===== src/rtl/pipe_hazard_unit.sv =====
// Pipeline hazard unit: operand bypass selection, load-use and long-latency
// scoreboard interlocks, flush sequencing under cache misses, stall watchdog.
module pipe_hazard_unit #(
    parameter int NSTG    = 4,
    parameter int NSRC    = 2,
    parameter int RW      = 5,
    parameter int TIMEOUT = 255,
    localparam int SELW   = $clog2(NSTG + 1),
    localparam int CW     = $clog2(TIMEOUT + 1)
) (
    input  logic                 clk,
    input  logic                 rst,
    input  logic [NSRC*RW-1:0]   src_addr,
    input  logic [NSRC-1:0]      src_used,
    input  logic [NSTG-1:0]      stg_wr,
    input  logic [NSTG*RW-1:0]   stg_rd,
    input  logic [NSTG-1:0]      stg_ready,
    input  logic                 ll_issue,
    input  logic [RW-1:0]        ll_rd,
    input  logic                 ll_done,
    input  logic [RW-1:0]        ll_done_rd,
    input  logic                 mem_busy,
    input  logic                 flush,
    output logic [NSRC*SELW-1:0] fwd_sel,
    output logic                 pc_wr,
    output logic                 if_id_wr,
    output logic [NSTG-1:0]      stage_wr,
    output logic                 bubble,
    output logic [CW-1:0]        stall_cnt,
    output logic                 timeout
);

    localparam int NREG = 2 ** RW;
    localparam logic [CW-1:0] CNT_MAX = '1;
    localparam logic [CW-1:0] TO_VAL  = CW'(TIMEOUT);

    typedef enum logic {ST_RUN, ST_FLUSH_WAIT} state_t;

    state_t          r_state;
    state_t          w_state_next;
    logic [NREG-1:0] r_pending;
    logic [NREG-1:0] w_pending_next;
    logic [CW-1:0]   r_stall_cnt;
    logic            r_timeout;
    logic [NSRC-1:0] w_op_stall;
    logic            w_data_stall;
    logic            w_front_en;
    logic            w_back_en;
    logic            w_bubble;
    logic            w_ll_set;

    genvar gi;
    generate
        for (gi = 0; gi < NSRC; gi++) begin : g_src
            logic [RW-1:0]   w_addr;
            logic [SELW-1:0] w_sel;
            logic            w_rdy;

            assign w_addr = src_addr[gi*RW +: RW];

            // Scan farthest-to-nearest so the nearest matching stage wins.
            always_comb begin
                w_sel = '0;
                w_rdy = 1'b1;
                for (int k = NSTG - 1; k >= 0; k--) begin
                    if (stg_wr[k] && (stg_rd[k*RW +: RW] == w_addr)) begin
                        w_sel = SELW'(k + 1);
                        w_rdy = stg_ready[k];
                    end
                end
                if (!src_used[gi] || (w_addr == '0)) begin
                    w_sel = '0;
                    w_rdy = 1'b1;
                end
            end

            assign fwd_sel[gi*SELW +: SELW] = w_sel;
            assign w_op_stall[gi] = ((w_sel != '0) && !w_rdy) ||
                                    (src_used[gi] && r_pending[w_addr]);
        end
    endgenerate

    assign w_data_stall = (|w_op_stall) || (ll_issue && r_pending[ll_rd]);

    always_comb begin
        w_front_en   = 1'b1;
        w_back_en    = 1'b1;
        w_bubble     = 1'b0;
        w_state_next = r_state;
        case (r_state)
            ST_RUN: begin
                if (flush && !mem_busy) begin
                    w_bubble = 1'b1;
                end else if (flush) begin
                    w_front_en   = 1'b0;
                    w_back_en    = 1'b0;
                    w_state_next = ST_FLUSH_WAIT;
                end else if (mem_busy) begin
                    w_front_en = 1'b0;
                    w_back_en  = 1'b0;
                end else if (w_data_stall) begin
                    w_front_en = 1'b0;
                    w_bubble   = 1'b1;
                end
            end
            ST_FLUSH_WAIT: begin
                // Extra flush pulses here are absorbed; only mem_busy matters.
                if (mem_busy) begin
                    w_front_en = 1'b0;
                    w_back_en  = 1'b0;
                end else begin
                    w_bubble     = 1'b1;
                    w_state_next = ST_RUN;
                end
            end
            default: w_state_next = ST_RUN;
        endcase
    end

    assign pc_wr    = w_front_en;
    assign if_id_wr = w_front_en;
    assign stage_wr = {NSTG{w_back_en}};
    assign bubble   = w_bubble;

    assign w_ll_set = ll_issue && stage_wr[0] && !w_bubble;

    // Set is applied after clear so a same-cycle set/clear leaves the bit set.
    always_comb begin
        w_pending_next = r_pending;
        if (ll_done) begin
            w_pending_next[ll_done_rd] = 1'b0;
        end
        if (w_ll_set) begin
            w_pending_next[ll_rd] = 1'b1;
        end
        w_pending_next[0] = 1'b0;
    end

    always_ff @(posedge clk or negedge rst) begin
        if (!rst) begin
            r_state     <= ST_RUN;
            r_pending   <= '0;
            r_stall_cnt <= '0;
            r_timeout   <= 1'b0;
        end else begin
            r_state   <= w_state_next;
            r_pending <= w_pending_next;
            if (w_front_en) begin
                r_stall_cnt <= '0;
            end else if (r_stall_cnt != CNT_MAX) begin
                r_stall_cnt <= r_stall_cnt + CW'(1);
            end
            if (r_stall_cnt == TO_VAL) begin
                r_timeout <= 1'b1;
            end
        end
    end

    assign stall_cnt = r_stall_cnt;
    assign timeout   = r_timeout || (r_stall_cnt == TO_VAL);

endmodule


===== config.mk =====
export PLATFORM = sky130hd
export DESIGN_NAME = pipe_hazard_unit
export DESIGN_NICKNAME = d
export VERILOG_FILES = /design/src/rtl/pipe_hazard_unit.sv
export SDC_FILE = /design/constraint.sdc
export NUM_CORES = 1
export LEC_CHECK = 0
export ABC_AREA = 1
export BUFFER_PORTS_ARGS = -buffer_cell sky130_fd_sc_hd__clkbuf_2
export CAP_MARGIN = 20
export CORE_MARGIN = 8
export CORE_UTILIZATION = 50
export CTS_CLUSTER_SIZE = 8
export DETAILED_ROUTE_END_ITERATION = 12
export GPL_ROUTABILITY_DRIVEN = 0
export PLACE_DENSITY_LB_ADDON = 0.05
export RECOVER_POWER = 50
export SLEW_MARGIN = 20
export SYNTH_ARGS = -nofsm -noshare
export SYNTH_HDL_FRONTEND = slang
export SYNTH_SLANG_ARGS = --single-unit

===== constraint.sdc =====
create_clock -name clk -period 1.5 [get_ports clk]
set_input_delay 0.15 -clock clk [delete_from_list [all_inputs] [get_ports clk]]
set_output_delay 0.15 -clock clk [all_outputs]
set_load 0.02 [all_outputs]

* Yosys cells after proc, flatten, opt, wreduce, memory -nomap -nowiden
Cells that the tools add are included. Widths: inputs -> output; s select.
Operators by class: equality and inequality tests 10, bitwise logic cells 4, div/mod/pow operators 0, shift operators 0, mux-type cells 52, add/sub/neg operators 1, reduce and logical (&&, ||, !) cells 36, multipliers 0, order comparisons 6
Operators by type and width (number):
- $mux 32 | 2
- $eq 5x5->1 | 8
- $and 32x32->32 | 1
- $not 32->32 | 1
- $or 32x32->32 | 1
- $mux 3 | 10
- $mux 1 | 29
- $lt 5x6->1 const B | 4
- $logic_and 1x1->1 | 18
- $mux 8 | 2
- $bmux 1 s5 | 3
- $demux 1 s5 | 2
- $ge 5x1->1 const B | 2
- $logic_not 5->1 | 2
- $add 8x1->8 const B | 1
- $eq 8x8->1 const B | 1
- $ne 8x8->1 const B | 1
- $pmux 1 s2 | 4
- $logic_not 1->1 | 6
- $logic_or 1x1->1 | 6
- $reduce_bool 3->1 | 2
- $reduce_bool 2->1 | 1
- $reduce_or 2->1 | 1
- $not 1->1 | 1
Word-level totals: bits in registers 41, ROM bits 0, input port bits 56, output and inout port bits 22, bits in latches 0, RAM bits 0, memories 0, word-level logic and storage cells 113

* Logic depth before layout (Yosys ltp)
depth in word-level cells 20, gate-level depth with buffers 18, depth with buffers taken out 16

* Least setup slack after synthesis
No wires, ideal clock.
path type reg-to-output, start point register r_pending[27], end point output pc_wr, data arrival time 1.832 ns, slack -0.482 ns, stages on the path, launching flop included 15, data required time 1.350 ns, path buffers 1, cell sequence dfrtp_1 inv_1 nor2_1 a21oi_1 nand2_1 nand2_1 nand2_1 nor2_1 nand2_1 nand2_1 nand3_4 o21bai_4 inv_2 nor2_1 buf_4
On the way: cells in the longest elaborated chain, start to end 11, elaborated cells on any way between the ends 18, those cells by class 11 x mux; 7 x reduce/logical
Ends and longest elaborated chain:
- start: declaration | RTL line 41 | logic [NREG-1:0] r_pending;
- start signal: assignment | RTL line 147 | r_pending <= w_pending_next;
- $bmux 1 s5 | RTL line 79 | (src_used[gi] && r_pending[w_addr]);
- $mux 1 (not written as such) | RTL line 79
- $logic_and 1x1->1 | RTL line 79
- $logic_or 1x1->1 | RTL line 78 | assign w_op_stall[gi] = ((w_sel != '0) && !w_rdy) ||
- $reduce_or 2->1 | RTL line 83 | assign w_data_stall = (|w_op_stall) || (ll_issue && r_pending[ll_rd]);
- $logic_or 1x1->1 * | RTL line 83
- $mux 1 * | RTL line 101 | end else if (w_data_stall) begin
- $mux 1 * | RTL line 98 | end else if (mem_busy) begin
- $mux 1 * | RTL line 94 | end else if (flush) begin
- $mux 1 * | RTL line 92 | if (flush && !mem_busy) begin
- $pmux 1 s2 * | RTL line 90 | case (r_state)
- end: declaration | RTL line 25 | output logic pc_wr,
Every way passes the cells marked *; elsewhere a longest branch is shown, timed or not. The select of a mux whose other input is x is not followed.

* Final worst setup path
start point register r_pending[15], end point output pc_wr
The elaborated chain is that of the path after synthesis.

==> qor.yml <==
status: "finished with violations"
violations: "setup timing"
die_w_um: 105
rows: 32
tightest_slew_ns: 1.04
antenna_found_initial: 0
synth_area_leaders: "dfrtp_1, nand2_1, nor2_1"
hold_violations: 0
gr-total-overflow: 0
syn_area_per_cell_um2: 5.84
synth-async-reset-ratio_pct: 100
initialDrtViolationCount: 503
grtUsageTotal_pct: 27.1
cpMostUsedCell: "nand2_1"
postSynthCellCount: 685
dieArea_um2: 11100
rsz0062_at_grt: "yes"
max-vdd-ir-drop_v: 0.000702
syn-cell-area_um2: 4000
maxSlewViolCount: 0
synth_nets: 742
routed_via_density: 5.69
worstHoldStart: "ll_done_rd[3]"
cp.required_ns: 1.35
cts.clk_slew.worst_paths_ns: 0.08
clock_latency_ns: 0.30
grt_max_degree: 42
yosys-top-cells-count: "nand2_1, nor2_1, nand3_1, inv_1, nand4_1"
r2r-end: "r_pending[14]$_DFF_PN0_"
crit_arrival_ns: 2.02
grt_pass1_wl_mm: 24.7
path_buf_inv: 3
syn_to_final_growth_pct: 44.0
cp-end-kind: "output pin"
slowest_delay_ns: 0.42
finalClockSkew_ns: 0.00487
finalCritPeriodShare_pct: 145
coreArea_um2: 7730
worst-r2r-setup-slack_ns: -0.53
path_class: "reg -> out"
die_y_um: 105
synthAdderAreaFrac_pct: 0.313
max_freq_mhz: 460
synth_top_family_by_area: "simple AND/OR/NAND/NOR gates"
crit_chain: "inv_1 -> nor2_1 -> a21oi_1 -> nand2_1 -> nand2_1 -> nand2_1 -> nor2_2 -> nand2_2 -> nand2_2 -> nand3_4 -> o21bai_4 -> inv_2 -> nor2_4 -> buf_8"
grt_pass1_vias: 5009
whs_ns: 0.282
path_delay_family: "simple AND/OR/NAND/NOR gates"
synth_most_common_cell: "nand2_1"
start_kind: "flip-flop"
power.density_nw_per_um2: 612
yosys_warnings: 0
cts_buffers: 5
ys_ff_latch: 41
synthSimpleGateAreaFrac_pct: 47.7
crit_slowest_cell: "dfrtp_1"
detail_route.wl_per_cell_um: 16.8
hold_end: "r_pending[27]$_DFF_PN0_"
h-tree-depth: 2
dpl.hpwl_mm: 11.2
power_w: 0.00353
yosysTopAreaCell: "dfrtp_1"
relSlewSlack_pct: 30.9
ios: 78
cts_root_buf: "clkbuf_8"
synth-xor-area-share_pct: 2.19
nNetsFinal: 902
synth.top_cell.area_share_pct: 25.7
synthFlopType: "dfrtp_1"
cts_tree: "done"
synthMuxAreaShare_pct: 0.250
ant_nets: 0
place_area_um2: 4980
drive_above_1_share_pct: 32.2
drt_pass1_iterations: 6
vias: 5390
ys_types: 31
reg2regPathDepth: 16
cts_sinks: 41
synth_edf_count: 0
start_util_pct: 51.7
rr_startpoint: "r_pending[15]$_DFF_PN0_"
crit_fanout: 3
drcViolationCount: 0
clock_path_buffers: 2
routed_wl_mm: 16.0
setup_viol: 44
min_path_type: "in -> reg"
fin_ws_ns: -0.672
drv_cap: 0
min_period_ns: 2.17
synth_compound_area_share_pct: 11.1
final_cell_area_um2: 5760
hold_depth: 4
ys_seq_area_share_pct: 25.7
diodes: 0
power.leakage_nw: 3.04
placement.io_buffers: 77
## logic make-up (layout without fill, tap and decap cells)
group	Yosys count	in the layout
compound gates	82	82
xor+xnor	10	10
fa+ha+maj	1	1
buf+inv	104	265
flops	41	41
mux	1	1
simple gates	446	446
## layout make-up
cell class	count	area (um2)
clock buffers	7	86.3
well taps	102	128
flip-flops and latches	41	1030
inverters	74	313
repair buffers	182	1480
fillers	619	1970
multi-input cells	540	2700
repair inverters	1	8.76
clock inverters	1	7.51
## routing by layer
metal  vias to the layer above  routed length (um)  global-route usage [%]
met5                         -                   0                       0
met4                         0                 958                    18.8
met3                        80                1600                    4.51
met2                       340                7380                    44.3
met1                      2422                6030                    31.9
li1                       2548                   -                       -
## flip-flops by register name, indices dropped and copies added (netlist names)
signal     count
r_pending     31
r_timeout      1
r_state        1
stall_cnt      8
## worst min-delay path, delay by kind of cell
kind | cells | cell delay (ns)
buffers and inverters | 1 | 0.12
AND/OR/NAND/NOR | 2 | 0.20
AO/OA/AOI/OAI | 1 | 0.09
## power by group
group / internal, W / switching, W
Sequential: 0.00119 / 0.000113
Clock: 0.000374 / 0.000401
Combinational: 0.000644 / 0.000808
Total: 0.00220 / 0.00132
## worst max-delay path by stage
| stage | startpoint | end | slack [ns] | cells after the start |
|---|---|---|---|---|
| floorplan | src_addr[0] | pc_wr | -0.26 | 14 |
| global placement | src_addr[5] | pc_wr | -0.46 | 16 |
| detailed placement | src_addr[5] | pc_wr | -0.50 | 17 |
| CTS | r_pending[15]$_DFF_PN0_ | pc_wr | -0.67 | 14 |
| global route | r_pending[11]$_DFF_PN0_ | pc_wr | -0.79 | 14 |
| finish | r_pending[15]$_DFF_PN0_ | pc_wr | -0.67 | 14 |
## metrics by stage
| stage | utilization, % | instances | setup TNS, ns | setup slack (ns) |
|---|---|---|---|---|
| 3_3_place_gp | 64.4 | 913 | -17.10 | -0.457 |
| 4_1_cts | 72.5 | 945 | -18.46 | -0.671 |
| 3_5_place_dp | 64.4 | 913 | -19.06 | -0.496 |
| 2_1_floorplan | - | 685 | -0.950 | -0.262 |
| 6_report | 74.5 | 948 | -19.52 | -0.672 |
| 5_1_grt | 74.5 | 948 | -24.41 | -0.789 |
## layout by cell type (no fill, tap or decap), types with 10 or more instances in the layout
cell,count
o21ai_0,37
buf_6,10
inv_2,14
inv_1,48
nand3_1,50
nand4_1,42
nor2_1,73
nand2_1,229
clkbuf_2,57
nor2_2,14
buf_4,90
nand3_2,10
dfrtp_1,37
a21oi_1,20
## timing repair
action / in CTS / in global routing
gates cloned: 4 / 0
pin swaps: 28 / 32
hold buffers: 1 / 0
setup endpoints to repair: 49 / 50
hold endpoints to repair: 41 / 0
setup buffers: 20 / 7
resized for setup: 69 / 63
Power figures use the tool's default switching activity.
